===== config.mk =====
export PLATFORM = sky130hd
export DESIGN_NAME = rx_fsm_flat
export DESIGN_NICKNAME = d
export VERILOG_FILES = /design/src/rtl/uart_pkg.sv /design/src/rtl/rx_fsm_if.sv /design/src/rtl/sync_2ff.sv /design/src/rtl/rx_fsm.sv /design/src/flat_wrapper.sv
export SDC_FILE = /design/constraint.sdc
export NUM_CORES = 1
export LEC_CHECK = 0
export ABC_AREA = 1
export CAP_MARGIN = 0
export CORE_MARGIN = 10
export CORE_UTILIZATION = 42
export CTS_CLUSTER_DIAMETER = 40
export DETAILED_ROUTE_END_ITERATION = 8
export PLACE_DENSITY = 0.6
export SLEW_MARGIN = 20
export SYNTH_ARGS = -nofsm -noshare
export SYNTH_HDL_FRONTEND = slang
export SYNTH_SLANG_ARGS = --single-unit

===== constraint.sdc =====
create_clock -name clk -period 1.7 [get_ports clk]
set_input_delay 0.425 -clock clk [delete_from_list [all_inputs] [get_ports clk]]
set_output_delay 0.425 -clock clk [all_outputs]
set_load 0.05 [all_outputs]

===== src/rtl/uart_pkg.sv =====
// ============================================================================
// Module   : uart_pkg
// Brief    : Shared UART types and line-format constants (rx_fsm / tx_fsm).
// Revision : 1.0
// ============================================================================
`timescale 1ns/1ps
`default_nettype none

package uart_pkg;

  typedef enum logic [2:0] {
    IDLE   = 3'd0,
    START  = 3'd1,
    DATA   = 3'd2,
    PARITY = 3'd3,
    STOP   = 3'd4
  } rx_state_t;

  localparam int PARITY_NONE = 0;
  localparam int PARITY_EVEN = 1;
  localparam int PARITY_ODD  = 2;

  localparam int DATA_W = 8;

endpackage

`default_nettype wire


===== src/rtl/rx_fsm_if.sv =====
// ============================================================================
// Module   : rx_fsm_if
// Brief    : Serial line input and received-word outputs of the UART receiver.
// Revision : 1.0
// ============================================================================
`timescale 1ns/1ps
`default_nettype none

interface rx_fsm_if;
  import uart_pkg::*;

  logic              RX;
  logic [DATA_W-1:0] data_out;
  logic              data_valid;
  logic              parity_err;
  logic              frame_err;

  modport master (output RX, input data_out, data_valid, parity_err, frame_err);
  modport slave  (input RX, output data_out, data_valid, parity_err, frame_err);

endinterface

`default_nettype wire


===== src/rtl/sync_2ff.sv =====
// ============================================================================
// Module   : sync_2ff
// Brief    : Two-flop synchronizer for a single asynchronous input bit.
// Revision : 1.0
// ============================================================================
`timescale 1ns/1ps
`default_nettype none

module sync_2ff #(
  parameter logic RESET_VAL = 1'b1
) (
  input  logic clk,
  input  logic rst_n,
  input  logic d,
  output logic q
);

  logic meta_q, meta_d;
  logic sync_q, sync_d;

  always_comb begin
    meta_d = d;
    sync_d = meta_q;
  end

  always_ff @(posedge clk or negedge rst_n) begin
    if (!rst_n) begin
      meta_q <= RESET_VAL;
      sync_q <= RESET_VAL;
    end else begin
      meta_q <= meta_d;
      sync_q <= sync_d;
    end
  end

  assign q = sync_q;

endmodule

`default_nettype wire


===== src/rtl/rx_fsm.sv =====
// ============================================================================
// Module   : rx_fsm
// Brief    : UART receiver: start detect, mid-bit sampling, parity/stop check.
// Revision : 1.0
// ============================================================================
`timescale 1ns/1ps
`default_nettype none

module rx_fsm
  import uart_pkg::*;
#(
  parameter int DIVISOR     = 1000000,
  parameter int RX_NUM_BITS = 8,
  parameter int PARITY_MODE = PARITY_NONE
) (
  input  logic     clk,
  input  logic     RSTn,
  rx_fsm_if.slave  bus
);

  localparam int TMR_W = $clog2(DIVISOR);
  localparam int IDX_W = $clog2(RX_NUM_BITS + 1);
  localparam logic [TMR_W-1:0] TMR_LAST = TMR_W'(DIVISOR - 1);
  localparam logic [TMR_W-1:0] TMR_HALF = TMR_W'(DIVISOR / 2 - 1);
  localparam logic [IDX_W-1:0] IDX_LAST = IDX_W'(RX_NUM_BITS - 1);

  if (DIVISOR < 4) begin : g_bad_divisor
    $error("rx_fsm: DIVISOR must be >= 4");
  end
  if (RX_NUM_BITS < 5 || RX_NUM_BITS > 8) begin : g_bad_bits
    $error("rx_fsm: RX_NUM_BITS must be in 5..8");
  end
  if (PARITY_MODE != PARITY_NONE && PARITY_MODE != PARITY_EVEN &&
      PARITY_MODE != PARITY_ODD) begin : g_bad_parity
    $error("rx_fsm: illegal PARITY_MODE");
  end

  logic                   rx_s;
  logic                   rx_s_q, rx_s_d;
  rx_state_t              state_q, state_d;
  logic [TMR_W-1:0]       timer_q, timer_d;
  logic [IDX_W-1:0]       idx_q, idx_d;
  logic [RX_NUM_BITS-1:0] shift_q, shift_d;
  logic                   perr_frame_q, perr_frame_d;
  logic [DATA_W-1:0]      data_out_q, data_out_d;
  logic                   data_valid_q, data_valid_d;
  logic                   parity_err_q, parity_err_d;
  logic                   frame_err_q, frame_err_d;
  logic                   fall;

  sync_2ff #(.RESET_VAL(1'b1)) u_rx_sync (
    .clk   (clk),
    .rst_n (RSTn),
    .d     (bus.RX),
    .q     (rx_s)
  );

  assign fall = rx_s_q & ~rx_s;

  always_comb begin
    rx_s_d       = rx_s;
    state_d      = state_q;
    timer_d      = timer_q + TMR_W'(1);
    idx_d        = idx_q;
    shift_d      = shift_q;
    perr_frame_d = perr_frame_q;
    data_out_d   = data_out_q;
    data_valid_d = 1'b0;
    parity_err_d = parity_err_q;
    frame_err_d  = frame_err_q;

    case (state_q)
      IDLE: begin
        timer_d = '0;
        if (fall) state_d = START;
      end
      START: begin
        if (timer_q == TMR_HALF) begin
          if (rx_s) begin
            state_d = IDLE;
          end else begin
            state_d = DATA;
            timer_d = '0;
            idx_d   = '0;
          end
        end
      end
      DATA: begin
        // LSB arrives first, so shifting in from the top leaves it at bit 0
        if (timer_q == TMR_LAST) begin
          timer_d = '0;
          shift_d = {rx_s, shift_q[RX_NUM_BITS-1:1]};
          idx_d   = idx_q + IDX_W'(1);
          if (idx_q == IDX_LAST)
            state_d = (PARITY_MODE != PARITY_NONE) ? PARITY : STOP;
        end
      end
      PARITY: begin
        if (timer_q == TMR_LAST) begin
          timer_d      = '0;
          perr_frame_d = (^shift_q) ^ rx_s ^ (PARITY_MODE == PARITY_ODD);
          state_d      = STOP;
        end
      end
      STOP: begin
        if (timer_q == TMR_LAST) begin
          data_out_d                    = '0;
          data_out_d[RX_NUM_BITS-1:0]   = shift_q;
          parity_err_d = (PARITY_MODE != PARITY_NONE) && perr_frame_q;
          frame_err_d  = ~rx_s;
          data_valid_d = 1'b1;
          state_d      = IDLE;
        end
      end
      default: state_d = IDLE;
    endcase
  end

  always_ff @(posedge clk or negedge RSTn) begin
    if (!RSTn) begin
      rx_s_q       <= 1'b1;
      state_q      <= IDLE;
      timer_q      <= '0;
      idx_q        <= '0;
      shift_q      <= '0;
      perr_frame_q <= 1'b0;
      data_out_q   <= '0;
      data_valid_q <= 1'b0;
      parity_err_q <= 1'b0;
      frame_err_q  <= 1'b0;
    end else begin
      rx_s_q       <= rx_s_d;
      state_q      <= state_d;
      timer_q      <= timer_d;
      idx_q        <= idx_d;
      shift_q      <= shift_d;
      perr_frame_q <= perr_frame_d;
      data_out_q   <= data_out_d;
      data_valid_q <= data_valid_d;
      parity_err_q <= parity_err_d;
      frame_err_q  <= frame_err_d;
    end
  end

  assign bus.data_out   = data_out_q;
  assign bus.data_valid = data_valid_q;
  assign bus.parity_err = parity_err_q;
  assign bus.frame_err  = frame_err_q;

endmodule

`default_nettype wire


===== src/flat_wrapper.sv =====
// flat-port wrapper written by rule: the top's interface ports become plain ports
module rx_fsm_flat import uart_pkg::*;
#(
  parameter int DIVISOR     = 1000000,
  parameter int RX_NUM_BITS = 8,
  parameter int PARITY_MODE = PARITY_NONE
)
  (clk, RSTn, bus_RX, bus_data_out, bus_data_valid, bus_parity_err, bus_frame_err);
  rx_fsm_if bus_i ();
  input  logic clk;
  input  logic RSTn;
  input wire logic [$bits(bus_i.RX)-1:0] bus_RX;
  output wire logic [$bits(bus_i.data_out)-1:0] bus_data_out;
  output wire logic [$bits(bus_i.data_valid)-1:0] bus_data_valid;
  output wire logic [$bits(bus_i.parity_err)-1:0] bus_parity_err;
  output wire logic [$bits(bus_i.frame_err)-1:0] bus_frame_err;
  assign bus_i.RX = bus_RX;
  assign bus_data_out = bus_i.data_out;
  assign bus_data_valid = bus_i.data_valid;
  assign bus_parity_err = bus_i.parity_err;
  assign bus_frame_err = bus_i.frame_err;
  rx_fsm #(.DIVISOR(DIVISOR), .RX_NUM_BITS(RX_NUM_BITS), .PARITY_MODE(PARITY_MODE)) u_core (.clk(clk), .RSTn(RSTn), .bus(bus_i));
endmodule

==> flow_summary_export.csv <==
group,metric,value,unit
status,status,"complete, but fails checks",
status,violations,"setup timing",
place,place_area,2730,um^2
flow_run,drv_cap,0,
synth,synth_cell_types,28,
global_route,grt-ovfl-total,0,
place,place_hpwl,3840,um
pwr,ir_drop,619,uV
setup_path,crit_path_start,"u_core.timer_q[1]",
timing,fin_crit,1.78,ns
die,dieHeight,96.2,um
routing,wl,5430,um
finish,drive_above_1_share,26.0,%
synth,ys_seq_area_share,49.4,%
setup_path,reg2reg_slack,-0.08,ns
setup_path,crit-reg2reg-launch,"u_core.timer_q[1]",
finish,fin_area,3040,um^2
setup_path,reg2regPathDepth,10,
min_path,hold_path.class,"input port to asynchronous set/reset pin",
synth,synthCells,303,
finish,area_delta_synth_final,24.6,%
die,coreArea,5570,um^2
routing,avgRoutedWirePerCell,13.1,um
die,ioPinCount,14,
timing,fin_tns_setup,-0.597,ns
synth,ys_ff_latch,48,
routing,vias,1987,
setup_path,cp.arrival,2.03,ns
routing,drtPass1Iterations,4,
setup_path,path_max_fanout,8,
finish,final_nets,346,
routing,post_drt_via_cell_ratio,4.80,
timing,setup_ws,-0.0777,ns
global_route,grt_start_max_net_pins,49,
routing,route.detailed.drc,0,
synth,synth_area_per_cell,8.04,um^2
clock_network,clock_path_buffers,2,
global_route,grt_pass1_vias,1840,
global_route,grt_use_total,12.4,%
setup_path,start_kind,"register",
synth,syn-num-nets,308,
finish,utilization,54.5,%
timing,setup_viol,10,
timing,fin_worst_skew,0.0161,ns
setup_path,path_class,"register to register",
clock_network,cts_root_buffer,"clkbuf_8",
setup_path,timing.rr.end,"u_core.shift_q[1]",
clock_network,cts_buffers,5,
timing,fin_crit_sh,105,%
place,io_buffer_count,12,
routing,met1_length,2630,um
die,dieArea,9250,um^2
timing,final_max_slew_viol_count,0,
routing,wl_met2,2550,um
global_route,grt_first_pass_wirelength,8910,um
global_route,antenna_found_initial,0,
setup_path,required,1.95,ns
routing,top_layer,"met4",
pwr,powerDensity,1040,nW/um^2
timing,rsz0062_at_grt,"yes",
synth,ys_top_cells_by_area,"dfrtp_1 (46%), nand2_1 (13%), inv_1 (5.7%)",
routing,drtAntennaViolNets,0,
clock_network,clock_latency,0.31,ns
setup_path,worstSetupEndpointType,"register",
die,rows,27,
place,gp_congestion,0.903,
place,dp.cells,399,
timing,whs,0.0804,ns
clock_network,clk_pin_slew,0.10,ns
clock_network,cts_sinks,48,
pwr,power.total,3.16,mW
routing,drt_iter0_drc,140,
place,pre_cts_slack,-0.0698,ns
synth,synth_top_area_share,46.2,%
die,die_w,96.2,um
timing,hold_viol,0,
finish,num_antenna_cells,0,
synth,syn_area,2440,um^2
finish,instances_no_fill,414,
clock_network,htreeDepth,2,
synth,synth_warnings,0,
clock_network,tritoncts,"done",
die,start_util,43.7,%
routing,wl_met3,190,um
timing,fmax,563,MHz
pwr,leakage,1.52,nW
synth,synth_top_area_cell,"dfrtp_1",
==> cell type report <==
| type | instances | area (um^2) |
|---|---|---|
| Clock buffer | 5 | 68.8 |
| Clock inverter | 3 | 46.3 |
| Fill cell | 520 | 2540 |
| Inverter | 43 | 161 |
| Multi-Input combinational cell | 208 | 1120 |
| Sequential cell | 48 | 1200 |
| Tap cell | 72 | 90.1 |
| Timing Repair Buffer | 35 | 350 |
==> cell usage in the layout (no fill, tap or decap), types with 2 or more instances in the layout <==
cell type	count
a21oi_1	2
a31oi_1	8
buf_12	3
buf_4	24
buf_6	4
clkbuf_16	2
clkbuf_8	5
dfrtp_1	45
dfstp_2	3
inv_1	37
inv_2	6
nand2_1	74
nand2_2	14
nand3_1	16
nand3_2	3
nand4_1	6
nor2_1	32
nor2_2	5
nor2_4	3
nor3_1	5
nor3_2	2
o21ai_0	11
o21ai_1	5
o21ai_2	4
xor2_1	7
==> Yosys cell counts <==
cell type   n
nand3_2     4
inv_2       6
ha_1        2
o21bai_1    1
a31oi_1     8
nand2_1    84
a21oi_2     1
nor3_2      3
or2_2       1
dfrtp_1    45
nand2_2     5
conb_1      1
nand3_1    16
nor2_1     33
o21ai_1     2
a21oi_1     2
nor2_4      2
buf_6       3
nor3_1      5
inv_1      37
dfstp_2     3
nor2_2      5
xor2_1      7
nand4_1     6
buf_4       1
nor3b_1     1
nand4_2     1
o21ai_0    18
==> critical path, stage by stage (launching register included) <==
cell and delay (ns):
dfrtp_1 0.40, ha_4 0.16, nand2_2 0.06, buf_6 0.12, nor3_4 0.20, nand3_2 0.15, buf_6 0.15, nor2_4 0.19
clkbuf_16 0.19, nand2_1 0.05, o21ai_1 0.06
==> kinds of logic after synthesis <==
logic type / share of synthesized area, %
compound gates: 7.24
other cells: 0.154
buf+inv: 8.32
fa+ha+maj: 1.03
flops: 49.4
xor+xnor: 2.52
simple gates: 31.3
==> power breakdown <==
| group | switching [mW] | internal, mW | leakage (nW) |
|---|---|---|---|
| clock network | 0.412 | 0.444 | 0.0548 |
| registers | 0.0986 | 1.21 | 0.655 |
| logic | 0.602 | 0.393 | 0.809 |
==> sequential cells by signal, summed over array words and instances (netlist names) <==
register / flops
u_core.idx_q: 4
u_core.rx_s_q: 1
u_core.bus.data_out: 8
u_core.u_rx_sync.meta_q: 1
u_core.bus.frame_err: 1
u_core.bus.data_valid: 1
u_core.timer_q: 20
u_core.shift_q: 8
u_core.u_rx_sync.q: 1
u_core.state_q: 3
==> timing repair <==
action,4_1_cts,5_1_grt
cloned,0,2
pin swaps,1,6
resized for setup,1,32
hold buffers,0,0
setup endpoints to repair,17,32
setup buffers,1,4
==> per-layer routing <==
layer	GRT usage, %	vias to the layer above
li1	-	1034
met1	16.6	924
met2	19.3	24
met3	3.19	5
met4	3.69	0
met5	0	-
==> worst max-delay path by stage <==
| stage | end | cells past startpoint | slack [ns] |
|---|---|---|---|
| final | u_core.shift_q[1] | 10 | -0.08 |
| after CTS | u_core.timer_q[12] | 8 | -0.007 |
| after floorplan | u_core.timer_q[18] | 9 | 0.16 |
| after global placement | u_core.timer_q[12] | 8 | 0.02 |
| after detailed placement | u_core.timer_q[19] | 10 | -0.07 |
| after global routing | u_core.shift_q[5] | 10 | -0.18 |
(Power assumes the default switching activity.)
